[src/rtl/forward_scoreboard_if.sv]
// ID-stage request and hazard/forwarding response bundle for forward_scoreboard.
// The slave side is the scoreboard; the master side is the pipeline control.
interface forward_scoreboard_if #(
  parameter int unsigned NUM_SRC = 2,
  parameter int unsigned DEPTH   = 3
);
  localparam int unsigned SELW = (DEPTH > 1) ? $clog2(DEPTH) : 1;

  logic                      hold_i;
  logic                      flush_i;
  logic                      id_valid_i;
  logic                      id_regwrite_i;
  logic                      id_memread_i;
  logic [4:0]                id_rd_i;
  logic [5*NUM_SRC-1:0]      id_rs_i;
  logic [NUM_SRC-1:0]        id_use_i;
  logic                      stall_o;
  logic [SELW*NUM_SRC-1:0]   fwd_sel_o;
  logic                      ex_valid_o;
  logic [15:0]               stall_cnt_o;

  modport slave (
    input  hold_i, flush_i, id_valid_i, id_regwrite_i, id_memread_i,
           id_rd_i, id_rs_i, id_use_i,
    output stall_o, fwd_sel_o, ex_valid_o, stall_cnt_o
  );

  modport master (
    output hold_i, flush_i, id_valid_i, id_regwrite_i, id_memread_i,
           id_rd_i, id_rs_i, id_use_i,
    input  stall_o, fwd_sel_o, ex_valid_o, stall_cnt_o
  );
endinterface

[src/rtl/forward_scoreboard.sv]
// Tracks destination registers of in-flight instructions after ID, raises the
// load-use stall and selects the forwarding source for each EX operand.
module forward_scoreboard #(
  parameter int unsigned NUM_SRC    = 2,
  parameter int unsigned DEPTH      = 3,
  parameter int unsigned LOAD_READY = 2
) (
  input  logic                 clk_i,
  input  logic                 rst_i,
  forward_scoreboard_if.slave  bus
);
  localparam int unsigned SELW = (DEPTH > 1) ? $clog2(DEPTH) : 1;

  typedef struct packed {
    logic       valid;
    logic       regwrite;
    logic       load;
    logic [4:0] rd;
  } slot_t;

  slot_t                   slot_q   [DEPTH];
  slot_t                   slot_d   [DEPTH];
  logic [4:0]              ex_rs_q  [NUM_SRC];
  logic [4:0]              ex_rs_d  [NUM_SRC];
  logic [NUM_SRC-1:0]      ex_use_q;
  logic [NUM_SRC-1:0]      ex_use_d;
  logic [15:0]             cnt_q;
  logic [15:0]             cnt_d;
  logic                    stall;
  logic                    load_id;
  logic [SELW*NUM_SRC-1:0] fwd_sel;

  // Loads younger than LOAD_READY-1 cannot supply data in time for ID's consumer.
  always_comb begin
    stall = 1'b0;
    if (bus.id_valid_i && !bus.flush_i) begin
      for (int unsigned j = 0; j < NUM_SRC; j++) begin
        for (int unsigned k = 0; (k + 1 < LOAD_READY) && (k < DEPTH); k++) begin
          if (bus.id_use_i[j] && slot_q[k].valid && slot_q[k].load &&
              slot_q[k].regwrite && (slot_q[k].rd != '0) &&
              (slot_q[k].rd == bus.id_rs_i[5*j +: 5]))
            stall = 1'b1;
        end
      end
    end
  end

  assign load_id = bus.id_valid_i && !bus.flush_i && !stall;

  always_comb begin
    for (int unsigned k = 0; k < DEPTH; k++) slot_d[k] = slot_q[k];
    for (int unsigned j = 0; j < NUM_SRC; j++) ex_rs_d[j] = ex_rs_q[j];
    ex_use_d = ex_use_q;
    cnt_d    = cnt_q;
    if (!bus.hold_i) begin
      for (int unsigned k = 1; k < DEPTH; k++) slot_d[k] = slot_q[k-1];
      if (load_id) begin
        slot_d[0].valid    = 1'b1;
        slot_d[0].regwrite = bus.id_regwrite_i;
        slot_d[0].load     = bus.id_memread_i;
        slot_d[0].rd       = bus.id_rd_i;
        for (int unsigned j = 0; j < NUM_SRC; j++) ex_rs_d[j] = bus.id_rs_i[5*j +: 5];
        ex_use_d = bus.id_use_i;
      end else begin
        slot_d[0] = '0;
        for (int unsigned j = 0; j < NUM_SRC; j++) ex_rs_d[j] = '0;
        ex_use_d = '0;
      end
      if (stall && (cnt_q != '1)) cnt_d = cnt_q + 16'd1;
    end
  end

  always_ff @(posedge clk_i or posedge rst_i) begin
    if (rst_i) begin
      for (int unsigned k = 0; k < DEPTH; k++) slot_q[k] <= '0;
      for (int unsigned j = 0; j < NUM_SRC; j++) ex_rs_q[j] <= '0;
      ex_use_q <= '0;
      cnt_q    <= '0;
    end else begin
      for (int unsigned k = 0; k < DEPTH; k++) slot_q[k] <= slot_d[k];
      for (int unsigned j = 0; j < NUM_SRC; j++) ex_rs_q[j] <= ex_rs_d[j];
      ex_use_q <= ex_use_d;
      cnt_q    <= cnt_d;
    end
  end

  // Youngest eligible producer wins; loads not yet at LOAD_READY are skipped.
  always_comb begin : fwd_select
    logic found;
    fwd_sel = '0;
    found   = 1'b0;
    for (int unsigned j = 0; j < NUM_SRC; j++) begin
      found = 1'b0;
      for (int unsigned k = 1; k < DEPTH; k++) begin
        if (!found && ex_use_q[j] && slot_q[k].valid && slot_q[k].regwrite &&
            (slot_q[k].rd != '0) && (slot_q[k].rd == ex_rs_q[j]) &&
            (!slot_q[k].load || (k >= LOAD_READY))) begin
          fwd_sel[SELW*j +: SELW] = SELW'(k);
          found = 1'b1;
        end
      end
    end
  end

  assign bus.stall_o     = stall;
  assign bus.fwd_sel_o   = fwd_sel;
  assign bus.ex_valid_o  = slot_q[0].valid;
  assign bus.stall_cnt_o = cnt_q;
endmodule

[src/flat_wrapper.sv]
// flat-port wrapper written by rule: the top's interface ports become plain ports
module forward_scoreboard_flat 
#(
  parameter int unsigned NUM_SRC    = 2,
  parameter int unsigned DEPTH      = 3,
  parameter int unsigned LOAD_READY = 2
)
  (clk_i, rst_i, bus_hold_i, bus_flush_i, bus_id_valid_i, bus_id_regwrite_i, bus_id_memread_i, bus_id_rd_i, bus_id_rs_i, bus_id_use_i, bus_stall_o, bus_fwd_sel_o, bus_ex_valid_o, bus_stall_cnt_o);
  forward_scoreboard_if #(.NUM_SRC(NUM_SRC), .DEPTH(DEPTH)) bus_i ();
  input  logic clk_i;
  input  logic rst_i;
  input wire logic [$bits(bus_i.hold_i)-1:0] bus_hold_i;
  input wire logic [$bits(bus_i.flush_i)-1:0] bus_flush_i;
  input wire logic [$bits(bus_i.id_valid_i)-1:0] bus_id_valid_i;
  input wire logic [$bits(bus_i.id_regwrite_i)-1:0] bus_id_regwrite_i;
  input wire logic [$bits(bus_i.id_memread_i)-1:0] bus_id_memread_i;
  input wire logic [$bits(bus_i.id_rd_i)-1:0] bus_id_rd_i;
  input wire logic [$bits(bus_i.id_rs_i)-1:0] bus_id_rs_i;
  input wire logic [$bits(bus_i.id_use_i)-1:0] bus_id_use_i;
  output wire logic [$bits(bus_i.stall_o)-1:0] bus_stall_o;
  output wire logic [$bits(bus_i.fwd_sel_o)-1:0] bus_fwd_sel_o;
  output wire logic [$bits(bus_i.ex_valid_o)-1:0] bus_ex_valid_o;
  output wire logic [$bits(bus_i.stall_cnt_o)-1:0] bus_stall_cnt_o;
  assign bus_i.hold_i = bus_hold_i;
  assign bus_i.flush_i = bus_flush_i;
  assign bus_i.id_valid_i = bus_id_valid_i;
  assign bus_i.id_regwrite_i = bus_id_regwrite_i;
  assign bus_i.id_memread_i = bus_id_memread_i;
  assign bus_i.id_rd_i = bus_id_rd_i;
  assign bus_i.id_rs_i = bus_id_rs_i;
  assign bus_i.id_use_i = bus_id_use_i;
  assign bus_stall_o = bus_i.stall_o;
  assign bus_fwd_sel_o = bus_i.fwd_sel_o;
  assign bus_ex_valid_o = bus_i.ex_valid_o;
  assign bus_stall_cnt_o = bus_i.stall_cnt_o;
  forward_scoreboard #(.NUM_SRC(NUM_SRC), .DEPTH(DEPTH), .LOAD_READY(LOAD_READY)) u_core (.clk_i(clk_i), .rst_i(rst_i), .bus(bus_i));
endmodule
[config.mk]
export PLATFORM = sky130hd
export DESIGN_NAME = forward_scoreboard_flat
export DESIGN_NICKNAME = d
export VERILOG_FILES = /design/src/rtl/forward_scoreboard_if.sv /design/src/rtl/forward_scoreboard.sv /design/src/flat_wrapper.sv
export SDC_FILE = /design/constraint.sdc
export NUM_CORES = 1
export LEC_CHECK = 0
export BUFFER_PORTS_ARGS = -buffer_cell sky130_fd_sc_hd__buf_2
export CORE_UTILIZATION = 59
export CTS_CLUSTER_SIZE = 8
export DETAILED_ROUTE_END_ITERATION = 8
export PLACE_DENSITY_LB_ADDON = 0.12
export SLEW_MARGIN = 15
export SYNTH_ARGS = -nofsm -noshare
export SYNTH_HDL_FRONTEND = slang
export SYNTH_SLANG_ARGS = --single-unit
[constraint.sdc]
create_clock -name clk_i -period 4.4 [get_ports clk_i]
set_input_delay 0.22 -clock clk_i [delete_from_list [all_inputs] [get_ports clk_i]]
set_output_delay 0.22 -clock clk_i [all_outputs]
set_load 0.02 [all_outputs]
After elaboration in Yosys (flattened, before gate mapping)
Index checks and enable logic that the tools add are counted.
W data, S select, Z words.

storage, ports and cells
  output and inout bits = 22
  logic and storage cells = 78
  register bits = 51
  bits of input ports = 24

operators by class
  $add $sub $neg = 1
  bitwise operators = 1
  mux-type cells = 12
  reduce and logical (&&, ||, !) cells = 42
  eq/ne operators = 7

operators with widths
  kind                     number
  $logic_and A1 B1 Y1      33
  $eq A5 B5 Y1             6
  $add A16 B1 Y16 const B  1
  $ne A16 B16 Y1 const B   1
  $reduce_bool A5 Y1       3
  $mux W10                 1
  $mux W8                  1
  $mux W1                  7
  $mux W2                  3
  $logic_not A1 Y1         5
  $reduce_and A2 Y1        1
  $not A1 Y1               1

Longest topological paths before layout
  word-level depth = 13
  mapped depth = 6
  depth with buffers taken out = 6

Least setup slack after synthesis
Ideal clock, no wire load.

  path kind = register to output
  from = register, netlist name u_core.slot_q[9]
  to = output port bus_fwd_sel_o[3]
  required time = 4180 ps
  arrival = 1793 ps
  stages on the path, launching flop included = 5
  buffers on the path = 0
  path slack = 2387 ps
  cells stage by stage = dfrtp_1 or4_1 o21ai_0 nor2_1 nor3_1

between the ends
  cells in the longest elaborated chain, start to end = 12
  elaborated cells on any way between the ends = 13
  classes of those cells = eq/ne (1); mux (2); reduce/logical (10)

ends and longest elaborated chain
  element                             line                      source
  $reduce_bool A5 Y1                  forward_scoreboard.sv:96  (slot_q[k].rd != '0) && (slot_q[k].rd == ex_rs_q[j]) &&
  $logic_and A1 B1 Y1                 forward_scoreboard.sv:95  if (!found && ex_use_q[j] && slot_q[k].valid && slot_q[k].regwrite &&
  $logic_and A1 B1 Y1 * (2 in a row)  forward_scoreboard.sv:96
  $mux W1 *                           forward_scoreboard.sv:95
  $logic_not A1 Y1 *                  forward_scoreboard.sv:95
  $logic_and A1 B1 Y1 * (4 in a row)  forward_scoreboard.sv:95
  $logic_and A1 B1 Y1 *               forward_scoreboard.sv:96
  $mux W2 *                           forward_scoreboard.sv:95
  end: declaration                    flat_wrapper.sv:21        output wire logic [$bits(bus_i.fwd_sel_o)-1:0] bus_fwd_sel_o;

Mark *: on every way between the ends. The rest lies on a longest branch, timed or not.

Worst setup path after layout
  from = register, netlist name u_core.slot_q[16]
  to = output port bus_stall_o

between the ends
  cells in the longest elaborated chain, start to end = 6
  elaborated cells on any way between the ends = 10
  classes of those cells = eq/ne (2); mux (3); reduce/logical (5)

ends and longest elaborated chain
  element                           line                      source
  $reduce_bool A5 Y1                forward_scoreboard.sv:40  slot_q[k].regwrite && (slot_q[k].rd != '0) &&
  $logic_and A1 B1 Y1 (2 in a row)  forward_scoreboard.sv:40
  $mux W1                           forward_scoreboard.sv:39  if (bus.id_use_i[j] && slot_q[k].valid && slot_q[k].load &&
  $mux W1 *                         forward_scoreboard.sv:39
  $mux W1 *                         forward_scoreboard.sv:36  if (bus.id_valid_i && !bus.flush_i) begin
  end: declaration                  flat_wrapper.sv:20        output wire logic [$bits(bus_i.stall_o)-1:0] bus_stall_o;

Marks and branches as above.

==> impl_metrics.yaml <==
finish:
  final_cell_count_no_fill: 307
  areaGrowthSynthToFinish_pct: 13.8
  post_route_cells_drive_above_1_share_pct: 30.0
  leading_cell_type_in_the_layout_fill_and_taps_excluded: "sky130_fd_sc_hd__dfrtp_1"
  design.final.nets: 281
  postLayoutCellArea_mm2: 0.00290
  layout.area.seq_mm2: 0.00128
  mostFrequentLayoutCells: "sky130_fd_sc_hd__dfrtp_1, sky130_fd_sc_hd__buf_2, sky130_fd_sc_hd__xnor2_1, sky130_fd_sc_hd__a22o_1"
  multi_input_area_mm2: 0.00121
  n_fill_cell: 333
  num_antenna_cells: 0
power_and_ir_drop:
  power.leakage_nw: 1.45
  power_switching_share_pct: 24.0
  clock_power_share_pct: 34.9
  power.net_switching_uw: 230
  power.share.sequential_pct: 54.2
  irDropWorstVdd_mv: 0.241
  comb_power_share_pct: 10.9
  total_power_uw: 959
  cellPowerDensity_mw_per_mm2: 331
  p_int_uw: 729
clocking:
  cts_sinks: 51
  cts_max_level: 2
  clock_latency_ps: 300
  cts-buffers-inserted: 5
  cts_setup_buffers: 0
  cts.reportedPaths.clkPinSlew_ps: 90
  cts_buffer_depth: 2
  tritoncts: "yes"
  clk_root_buffer_cell: "sky130_fd_sc_hd__clkbuf_8"
  post_cts_resize_count: 0
  post_cts_hold_buffer_count: 0
hold_path:
  hold_path_depth: 2
  min_delay_worst_endpoint: "u_core.slot_q[17]"
  min_from: "bus_id_rd_i[1]"
  min-delay-path-class: "in2reg"
place:
  placedCellCount: 299
  gp_congestion: 0.824
  postPlaceCellArea_mm2: 0.00278
  detailed_place_hpwl_mm: 3.57
  portBuffers: 45
grt:
  first_pass_grt_wire_length_mm: 8.14
  grt_pass1_vias: 1631
  grt_start_max_net_pins: 52
  grt_antenna_before_repair: 0
  overall_global_routing_resource_usage_pct: 24.4
  total_congestion_overflow_after_global_routing: 0
synthesis:
  ys_types: 37
  ys.flop_type: "sky130_fd_sc_hd__dfrtp_1"
  combined_area_of_all_synthesized_cells_mm2: 0.00255
  avgSynthCellArea_um2: 12.0
  synth.yosys.seq_area_share_pct: 50.1
  count_of_flip_flops_with_a_built_in_enable_after_synthesis: 0
  postSynthCellCount: 212
  synth.yosys.warnings: 0
  synth-seq-cells: 51
  asyncSetResetFlopFracSynth_pct: 100
  synthesis.nets: 237
setup_path:
  worstSetupEndpointType: "output pin"
  worst_r2r_endpoint: "u_core.ex_use_q[0]"
  crit_path_start_kind: "flop"
  setup_slack_of_the_worst_register_to_register_path_ps: 1950
  arrival_ps: 2300
  setup.worst_path.class: "reg2out"
  required_ps: 4180
  worst-path-max-fanout: 18
  timing.rr.start: "u_core.slot_q[18]"
  worstRegToRegCells: 4
floorplanning:
  dieHeight_um: 67.7
  pin_count: 46
  floorplan.initialDensity_pct: 62.3
  die_outline_area_mm2: 0.00458
  die_w_um: 67.7
  core.rowCount: 23
  core_area_mm2: 0.00409
timing:
  report.final.setup_viol: 0
  timing.hold.ws_ps: 132
  grt_setup_unrepaired: "no"
  finalCritPeriodShare_pct: 57.2
  finClkSkew_ps: 3.99
  relSlewSlack_pct: 31.4
  timing_hold_violations_final: 0
  worstMarginPinSlew_ps: 1030
  timing.final.crit_period_ps: 2520
  max_clock_freq_mhz: 397
  report.final.slew_viol_count: 0
  tns_ps: 0
outcome:
  status: "finished clean"
drt:
  drtAntennaViolNets: 0
  remaining_drc_errors: 0
  vias_per_cell: 5.86
  drt-initial-drc-count: 93
  final_wirelength_mm: 5.02
  detailedRoute.firstPassIterationCount: 4
  route.detailed.wl_per_inst_um: 16.4
  vias: 1799
job:
  timing.max_cap.violations: 0
-- per-layer routing --
| metal | GRT usage (%) | share of wire (%) | up-vias | wire, um |
|---|---|---|---|---|
| met5 | 0 | 0 | - | 0 |
| met3 | 5.74 | 4.0 | 7 | 203 |
| li1 | - | - | 873 | - |
| met2 | 35.9 | 44 | 41 | 2230 |
| met4 | 7.18 | 1.2 | 0 | 61 |
| met1 | 35.4 | 50 | 878 | 2530 |
-- kinds of logic (layout without fill, tap and decap cells) --
family          Yosys count  in the layout  share of synthesized area, %
simple gates             62             62                          15.2
fa+ha+maj                 1              1                         0.491
flops                    51             51                          50.1
buf+inv                   9             54                          2.26
mux                      16             16                          7.07
xor+xnor                 44             44                          15.1
compound gates           29             29                          9.77
-- critical path: stages (launching register included) --
cell and delay (ps):
sky130_fd_sc_hd__dfrtp_1 490, sky130_fd_sc_hd__xnor2_1 200, sky130_fd_sc_hd__nand4_1 130, sky130_fd_sc_hd__o22ai_2 670, sky130_fd_sc_hd__and4b_1 330, sky130_fd_sc_hd__buf_2 170
-- synthesized netlist by cell type (2+ instances only) --
library cell	number	area, um^2
sky130_fd_sc_hd__xnor2_1	28	245
sky130_fd_sc_hd__or4_1	3	22.5
sky130_fd_sc_hd__and3_1	7	43.8
sky130_fd_sc_hd__nand4_1	9	56.3
sky130_fd_sc_hd__dfrtp_1	51	1280
sky130_fd_sc_hd__mux2_2	16	180
sky130_fd_sc_hd__nand2_1	5	18.8
sky130_fd_sc_hd__nor3_1	3	15.0
sky130_fd_sc_hd__nor4_1	5	31.3
sky130_fd_sc_hd__buf_4	2	15.0
sky130_fd_sc_hd__nor2_1	5	18.8
sky130_fd_sc_hd__nand3_2	3	30.0
sky130_fd_sc_hd__nand3_1	11	55.1
sky130_fd_sc_hd__xor2_1	16	140
sky130_fd_sc_hd__a22o_1	19	166
sky130_fd_sc_hd__clkbuf_1	3	11.3
sky130_fd_sc_hd__and4_1	5	43.8
sky130_fd_sc_hd__buf_6	2	22.5
-- per-stage QoR --
step | utilization [%] | setup slack (ps)
after CTS | 70.9 | 1900
after floorplan | - | 2390
after global routing | 70.9 | 1790
after detailed placement | 68.1 | 1970
after global placement | 68.1 | 2050
final | 70.9 | 1880
-- flip-flops by register name (all words and copies together) (netlist names) --
signal and cells:
u_core.slot_q 22, u_core.bus.stall_cnt_o 16, u_core.ex_rs_q 10, u_core.ex_use_q 2
u_core.bus.ex_valid_o 1
-- area by class of cell --
type	count	share of cell area (%)
sequential	51	44.0
multi-input combinational	152	41.9
timing repair buffer	45	7.77
clock buffer	6	2.85
tap	50	2.16
clock inverter	2	1.21
inverter	1	0.129
-- power groups by stage --
stage / sequential [mW] / clock [mW] / combinational, mW
global placement: 0.528 / 0 / 0.103
global route: 0.524 / 0.360 / 0.116
CTS: 0.520 / 0.342 / 0.106
finish: 0.520 / 0.335 / 0.104
detailed placement: 0.529 / 0 / 0.105
floorplan: 0.521 / 0 / 0.0791
-- worst max-delay path by stage --
stage,from,endpoint,slack [ps],cells past startpoint
2_1_floorplan,u_core.slot_q[9],bus_fwd_sel_o[3],2390,4
3_3_place_gp,u_core.slot_q[17],u_core.slot_q[16],2050,4
3_5_place_dp,u_core.slot_q[18],u_core.slot_q[18],1970,4
4_1_cts,u_core.slot_q[16],bus_stall_o,1900,5
5_1_grt,u_core.slot_q[16],bus_stall_o,1790,5
6_report,u_core.slot_q[16],bus_stall_o,1880,5
Power figures use the tool's default switching activity.
